<file path="config.mk">
export PLATFORM = sky130hd
export DESIGN_NAME = uart_tx_serializer
export DESIGN_NICKNAME = d
export VERILOG_FILES = /design/src/rtl/uart_tx_serializer.sv
export SDC_FILE = /design/constraint.sdc
export NUM_CORES = 1
export LEC_CHECK = 0
export CORE_MARGIN = 3
export CORE_UTILIZATION = 50
export CTS_CLUSTER_DIAMETER = 30
export DETAILED_ROUTE_END_ITERATION = 12
export PLACE_DENSITY = 0.69
export SLEW_MARGIN = 0
export SYNTH_ARGS = -nofsm -noshare
export SYNTH_HDL_FRONTEND = slang
export SYNTH_SLANG_ARGS = --single-unit
</file>
<file path="constraint.sdc">
create_clock -name CLK -period 3.54 [get_ports CLK]
set_clock_uncertainty 0.05 [all_clocks]
set_input_delay 1.062 -clock CLK [delete_from_list [all_inputs] [get_ports CLK]]
set_output_delay 1.062 -clock CLK [all_outputs]
set_load 0.1 [all_outputs]
</file>
<file path="src/rtl/uart_tx_serializer.sv">
// uart_tx_serializer: byte sink for the Wrapper's UART handshake.
// Buffers accepted bytes in a small circular FIFO and shifts them out as
// 8N1 frames (start bit, 8 data bits LSB first, stop bit) at a fixed baud.
module uart_tx_serializer #(
    parameter int CLK_FREQ_HZ = 100000000,
    parameter int BAUD        = 115200,
    parameter int FIFO_DEPTH  = 4
) (
    input  logic                          CLK,
    input  logic                          RESET_N,
    input  logic [7:0]                    UART_TX,
    input  logic                          UART_TX_valid,
    output logic                          UART_TX_ready,
    output logic                          TX,
    output logic                          TX_busy,
    output logic [$clog2(FIFO_DEPTH):0]   FIFO_count
);

    localparam int BAUD_DIV = CLK_FREQ_HZ / BAUD;
    localparam int CNT_W    = (BAUD_DIV > 1) ? $clog2(BAUD_DIV) : 1;
    localparam int PTR_W    = $clog2(FIFO_DEPTH);

    localparam logic [CNT_W-1:0] CNT_LAST   = CNT_W'(BAUD_DIV - 1);
    localparam logic [PTR_W:0]   COUNT_FULL = (PTR_W + 1)'(FIFO_DEPTH);

    typedef enum logic [1:0] {
        IDLE  = 2'd0,
        START = 2'd1,
        DATA  = 2'd2,
        STOP  = 2'd3
    } state_e;

    state_e             state_q, state_d;
    logic [CNT_W-1:0]   cnt_q, cnt_d;
    logic [2:0]         bitIdx_q, bitIdx_d;
    logic [7:0]         shift_q, shift_d;
    logic               tx_q, tx_d;

    logic [7:0]         fifoMem [FIFO_DEPTH];
    logic [PTR_W-1:0]   wrPtr_q, rdPtr_q;
    logic [PTR_W:0]     count_q;

    logic               push;
    logic               pop;
    logic               lastTick;
    logic               fifoNotEmpty;

    assign lastTick     = (cnt_q == CNT_LAST);
    assign fifoNotEmpty = (count_q != '0);
    assign push         = UART_TX_valid && UART_TX_ready;
    assign pop          = fifoNotEmpty && ((state_q == IDLE) || ((state_q == STOP) && lastTick));

    // Byte storage; contents are don't-care while the count says empty, so no reset.
    always_ff @(posedge CLK) begin
        if (push) begin
            fifoMem[wrPtr_q] <= UART_TX;
        end
    end

    // FIFO pointers and occupancy; pointers wrap naturally because the depth is a power of two.
    always_ff @(posedge CLK or negedge RESET_N) begin
        if (!RESET_N) begin
            wrPtr_q <= '0;
            rdPtr_q <= '0;
            count_q <= '0;
        end else begin
            if (push) begin
                wrPtr_q <= wrPtr_q + PTR_W'(1);
            end
            if (pop) begin
                rdPtr_q <= rdPtr_q + PTR_W'(1);
            end
            case ({push, pop})
                2'b10:   count_q <= count_q + (PTR_W + 1)'(1);
                2'b01:   count_q <= count_q - (PTR_W + 1)'(1);
                default: count_q <= count_q;
            endcase
        end
    end

    // Frame state register, including the registered line driver.
    always_ff @(posedge CLK or negedge RESET_N) begin
        if (!RESET_N) begin
            state_q  <= IDLE;
            cnt_q    <= '0;
            bitIdx_q <= '0;
            shift_q  <= '0;
            tx_q     <= 1'b1;
        end else begin
            state_q  <= state_d;
            cnt_q    <= cnt_d;
            bitIdx_q <= bitIdx_d;
            shift_q  <= shift_d;
            tx_q     <= tx_d;
        end
    end

    // Next-state logic: walk start, data and stop bits, each held for BAUD_DIV cycles.
    always_comb begin
        state_d  = state_q;
        cnt_d    = cnt_q;
        bitIdx_d = bitIdx_q;
        shift_d  = shift_q;
        case (state_q)
            IDLE: begin
                if (fifoNotEmpty) begin
                    shift_d = fifoMem[rdPtr_q];
                    cnt_d   = '0;
                    state_d = START;
                end
            end
            START: begin
                if (lastTick) begin
                    cnt_d    = '0;
                    bitIdx_d = '0;
                    state_d  = DATA;
                end else begin
                    cnt_d = cnt_q + CNT_W'(1);
                end
            end
            DATA: begin
                if (lastTick) begin
                    cnt_d    = '0;
                    shift_d  = {1'b0, shift_q[7:1]};
                    bitIdx_d = bitIdx_q + 3'd1;
                    if (bitIdx_q == 3'd7) begin
                        state_d = STOP;
                    end
                end else begin
                    cnt_d = cnt_q + CNT_W'(1);
                end
            end
            STOP: begin
                if (lastTick) begin
                    cnt_d = '0;
                    if (fifoNotEmpty) begin
                        shift_d = fifoMem[rdPtr_q];
                        state_d = START;
                    end else begin
                        state_d = IDLE;
                    end
                end else begin
                    cnt_d = cnt_q + CNT_W'(1);
                end
            end
            default: begin
                state_d = IDLE;
            end
        endcase
    end

    // Output decode: line level follows the upcoming state so TX comes straight from a flop.
    always_comb begin
        tx_d = 1'b1;
        case (state_d)
            START:   tx_d = 1'b0;
            DATA:    tx_d = shift_d[0];
            default: tx_d = 1'b1;
        endcase
        UART_TX_ready = RESET_N && (count_q != COUNT_FULL);
        TX_busy       = (state_q != IDLE) || fifoNotEmpty;
        TX            = tx_q;
        FIFO_count    = count_q;
    end

endmodule

</file>
# Yosys cells after proc, flatten, opt, wreduce, memory -nomap -nowiden
# Memory sizes are Yosys's and may differ from the RTL's.
# Index checks and enable logic that the tools add are counted.
[totals]
rom_bits = 0
elab_cells = 66
out_inout_bits = 6
ramBits = 32
reg_bits = 31
latchBits = 0
mem_count = 1
[memory_table]
columns = ["memory", "depth", "word_bits", "rd", "rd_ports_with_merged_regs", "wr", "line_no", "rtl"]
rows = [
  ["fifoMem", 4, 8, 1, 0, 1, "39", "logic [7:0] fifoMem [FIFO_DEPTH];"],
]
[op_classes]
n_eq_ne = 14
mul = 0
bitwise_logic = 0
n_lt_le_gt_ge = 0
shift = 0
div = 0
n_reduce_logical = 15
n_mux = 21
addsub = 6
[ops]
columns = ["operator", "n"]
rows = [
  ["8-bit 2-to-1 mux", 3],
  ["8-bit case mux with 3 select lines", 1],
  ["10-bit 2-to-1 mux", 2],
  ["10-bit case mux with 2 select lines", 1],
  ["3-bit case mux with 2 select lines", 2],
  ["10-bit by 1-bit adder with 10-bit output, second input constant", 1],
  ["10-bit equality test, second input constant", 1],
  ["2-bit 2-to-1 mux", 5],
  ["2-bit equality test, second input constant", 4],
  ["2-bit != test, second input constant", 4],
  ["2-bit case mux with 4 select lines", 1],
  ["3-bit by 1-bit adder with 3-bit output, second input constant", 2],
  ["2-bit by 1-bit equality test with 1-bit output, second input constant", 3],
  ["3-bit 2-to-1 mux", 2],
  ["3-bit AND reduction", 2],
  ["2-bit nonzero test", 3],
  ["3-bit nonzero test", 2],
  ["2-bit by 1-bit adder with 2-bit output, second input constant", 2],
  ["1-bit logical AND", 4],
  ["3-bit equality test, second input constant", 1],
  ["1-bit 2-to-1 mux", 3],
  ["3-bit != test, second input constant", 1],
  ["3-bit OR reduction", 1],
  ["3-bit by 1-bit subtractor with 3-bit output, second input constant", 1],
  ["3 further kinds", 4],
]

# Longest topological paths before layout
[depth]
depth_word = 6
depth_mapped = 11
mapped_depth_nobuf = 10

# Worst setup path before layout
# OpenSTA, ideal clock, no wires.
[synth_timing]
kind = "register to register"
startpoint = "reg count_q[1], in the netlist FIFO_count[1]"
endpoint = "reg count_q[2], in the netlist FIFO_count[2]"
path_stages_with_launch = 11
t_arrival_ns = 4.170
period_less_slack_ns = 4.383
required_time_ns = 3.327
slack_ns = -0.843
cell_sequence = "dfrtp_1 -> inv_1 -> a31oi_1 -> and2_1 -> inv_1 -> ha_1 -> inv_1 -> fa_1 -> xor2_1 -> nor2_1 -> xor2_1"
[synth_via]
elab_chain_len = 5
[synth_rtl]
columns = ["element", "line_no", "rtl"]
rows = [
  ["start: declaration", "41", "logic [PTR_W:0] count_q;"],
  ["start signal: assignment", "74", "2'b10: count_q <= count_q + (PTR_W + 1)'(1);"],
  ["start signal: assignment", "75", "2'b01: count_q <= count_q - (PTR_W + 1)'(1);"],
  ["start signal: assignment", "76", "default: count_q <= count_q;"],
  ["3-bit != test *", "160", "UART_TX_ready = RESET_N && (count_q != COUNT_FULL);"],
  ["1-bit logical AND *", "160", ""],
  ["named net UART_TX_ready", "13", "output logic UART_TX_ready,"],
  ["1-bit logical AND *", "50", "assign push = UART_TX_valid && UART_TX_ready;"],
  ["2-bit by 1-bit equality test with 1-bit output / 2-bit equality test (equally long branches)", "73", "case ({push, pop})"],
  ["3-bit case mux with 2 select lines / 2-bit nonzero test (equally long branches)", "-", ""],
]
# Mark *: on every way through the listed nets, which the timed path passes. The rest lies on a longest branch.
# A chain may end at the register's enable or synchronous reset.

# Worst setup path after layout
[layout_timing]
startpoint = "in RESET_N"
endpoint = "out UART_TX_ready"
[layout_via]
elab_chain_len = 1
[layout_rtl]
columns = ["element", "line_no", "rtl"]
rows = [
  ["start: declaration", "10", "input logic RESET_N,"],
  ["1-bit logical AND", "160", ""],
  ["end: declaration", "13", ""],
]
# No other way between the ends.

==> run_results.csv <==
group,metric,value,unit
status,outcome,"completed",
global_route,gr-usage-met1,0.2482,
cts,postCtsSetupRepairBufs,0,
cts,h-tree-depth,3,
global_route,grt_pass1_wl,8.638,mm
logic_synthesis,ys.flop_type,"edfxtp_1",
timing,fmax,306.3,MHz
floorplanning,io_pins,17,
power,p_leak,1.307,nW
placed_design,place_hpwl,3.546,mm
setup_path,cp_cell_sequence,"clkdlybuf4s50_1, inv_1, a31oi_4, buf_12",
setup_path,slowest_stage,"clkdlybuf4s50_1",
setup_path,critPathCapture,"UART_TX_ready",
logic_synthesis,ys_seq_elements,63,
route,dr.pass1.iters,4,
cts,cts_tree,"built",
route,vias,1826,
flow_run,maxCapViolCount,0,
route,drc,0,
timing,fin_setup_tns,0,ns
logic_synthesis,yosys.cell_types.count,45,
setup_path,reg2reg_to,"FIFO_count[2]",
cts,clock_sinks,63,
route,post_drt_wl_per_cell,16.17,um
timing,tightest_slew,0.6206,ns
cts,clockBufferDepth,2,
cts,clk_pin_slew,0.07,ns
layout,antenna_cells,0,
logic_synthesis,yosysTopAreaCell,"edfxtp_1",
global_route,antenna_found_initial,0,
cts,post_cts_resized,0,
setup_path,worstSetupStartpoint,"RESET_N",
logic_synthesis,yosysSeqAreaShare,0.5936,
floorplanning,fp.dieW,82.52,um
timing,rsz0062_at_grt,"false",
layout,fin_cells,325,
timing,slew_violations,0,
cts,cts_made_buffers,9,
logic_synthesis,synth_top_area_share,0.3282,
placed_design,dp_cells,309,
global_route,met2_usage,0.2492,
worst_hold_path,min_path_type,"register to register",
power,power.density,641.8,nW/um^2
route,routed_wl,5.256,mm
global_route,grt_max_degree,32,
placed_design,place.gp.congestion,0.8220,
logic_synthesis,syn_area,2928,sq um
power,finalPower,2.181,mW
logic_synthesis,yosys-top-cells-count,"32 x edfxtp_1, 30 x dfrtp_1, 19 x nand2_1, 19 x o21ai_0, 12 x inv_1",
logic_synthesis,ys_async_sr_fraction,0.4921,
setup_path,worstReg2RegStart,"cnt_q[0]",
setup_path,cp-start-kind,"primary input",
timing,finalHoldViolations,0,
cts,clock_latency,0.35,ns
global_route,grt_pass1_vias,1739,
setup_path,r2r_setup_slack,0.58,ns
layout,drive_gt1_frac,0.1660,
layout,final_util,0.6097,
floorplanning,core,5574,sq um
setup_path,crit_type,"primary input to output port",
global_route,grt-ovfl-total,0,
route,drtIter0Drc,92,
global_route,grt_use_met3,0.04664,
floorplanning,rows,27,
logic_synthesis,ys.warnings.count,0,
timing,setup-violations-final,0,
floorplanning,die_area,6810,sq um
logic_synthesis,syn_inst,229,
logic_synthesis,synth.area.top_cells,"edfxtp_1 33%, dfrtp_1 26%, mux4_2 6.2%",
layout,finalInstanceArea,3398,sq um
route,viasPerCell,5.618,
logic_synthesis,syn_nets,249,
setup_path,cp_data_arrival_time,2.15,ns
cts,holdBufCountCts,0,
global_route,top_usage_layer,"met2",
cts,clockRootBuffer,"clkbuf_8",
floorplanning,die-height,82.52,um
power,ir_drop,0.0004521,V
timing,layout_worst_path_cycle_share,0.9224,
setup_path,rr_worst_depth,10,
setup_path,critPathCaptureType,"output port",
route,antenna_left,0,
setup_path,crit_required,2.43,ns
setup_path,critPathMaxFanout,6,
setup_path,crit_path_max_incr_delay,0.55,ns
logic_synthesis,yosysMostFrequentCell,"edfxtp_1",
layout,area_growth_syn_to_layout,16.07,%
placed_design,dpl_cell_area,3171,sq um
logic_synthesis,synth_edf_count,32,
timing,fin_crit,3.265,ns
floorplanning,start_util,0.5253,
timing,slew_headroom,0.5849,
worst_hold_path,worstHoldStart,"cnt_q[9]",
layout,fin_nets,268,
global_route,grt.total_usage,0.1766,
placed_design,port_buffers,16,
logic_synthesis,syn_area_per_cell,12.79,sq um
==> cell usage in the layout (no fill, tap or decap), types with 4 or more instances in the layout <==
cell,count
xnor2_1,4
ha_1,8
and3_1,5
and2_1,8
nand3_1,8
edfxtp_1,32
buf_4,9
mux4_2,8
nor2_1,8
a31oi_1,4
dfrtp_1,30
clkbuf_8,9
inv_1,12
clkdlybuf4s50_1,10
o21ai_0,19
o31ai_1,4
nand2_1,19
xor2_1,4
a221o_1,6
==> sequential cells by signal, summed over array words and instances, names as in the netlist <==
| register | flops |
|---|---|
| cnt_q | 10 |
| FIFO_count | 3 |
| fifoMem | 32 |
| TX | 1 |
| state_q | 2 |
| rdPtr_q | 2 |
| wrPtr_q | 2 |
| bitIdx_q | 3 |
| shift_q | 8 |
==> worst max-delay path, delay by kind of cell <==
kind / cells / cell delay, ns
buf+inv: 3 / 0.85
compound gates: 1 / 0.24
==> power breakdown <==
group / leakage [nW] / internal (mW) / switching [mW]
clock network: 0.108 / 0.404 / 0.311
logic: 0.525 / 0.161 / 0.316
registers: 0.674 / 0.885 / 0.104
==> how the worst min path moves through the flow <==
stage                       endpoint  slack [ns]  cells past startpoint
final                       cnt_q[9]        0.44                      1
after detailed placement    cnt_q[9]        0.43                      1
after CTS                   cnt_q[9]        0.44                      1
after global routing      shift_q[6]        0.48                      1
after floorplan             cnt_q[9]        0.40                      1
after global placement      cnt_q[9]        0.42                      1
==> per-layer routing <==
| metal | wire, um | vias to the layer above |
|---|---|---|
| met5 | 0 | - |
| met4 | 71 | 0 |
| met3 | 283 | 6 |
| met2 | 2408 | 38 |
| met1 | 2492 | 879 |
| li1 | - | 903 |
==> cells by family (layout without fill, tap and decap cells) <==
logic type,Yosys count,count (layout),synth area share
buffers and inverters,24,48,0.03248
AO/OA/AOI/OAI,53,53,0.1278
adder cells (fa/ha/maj),9,9,0.04103
flip-flops,63,63,0.5936
XOR/XNOR,8,8,0.02393
AND/OR/NAND/NOR,62,62,0.1124
multiplexers,10,10,0.06880
==> layout make-up <==
class	instances	area [sq um]
clock buffer	9	123.9
timing repair buffer	20	187.7
sequential	63	1738
clock inverter	7	103.9
inverter	12	45.04
fill	459	2176
tap	72	90.09
multi-input combinational	142	1110
==> per-stage QoR <==
step / hold slack [ns] / worst slack, ns
finish: 0.4350 / 0.2747
global placement: 0.4221 / 0.2639
floorplan: 0.3951 / 0.1960
CTS: 0.4406 / 0.2570
detailed placement: 0.4270 / 0.2696
global route: 0.4754 / 0.2423
Power figures use the tool's default switching activity.
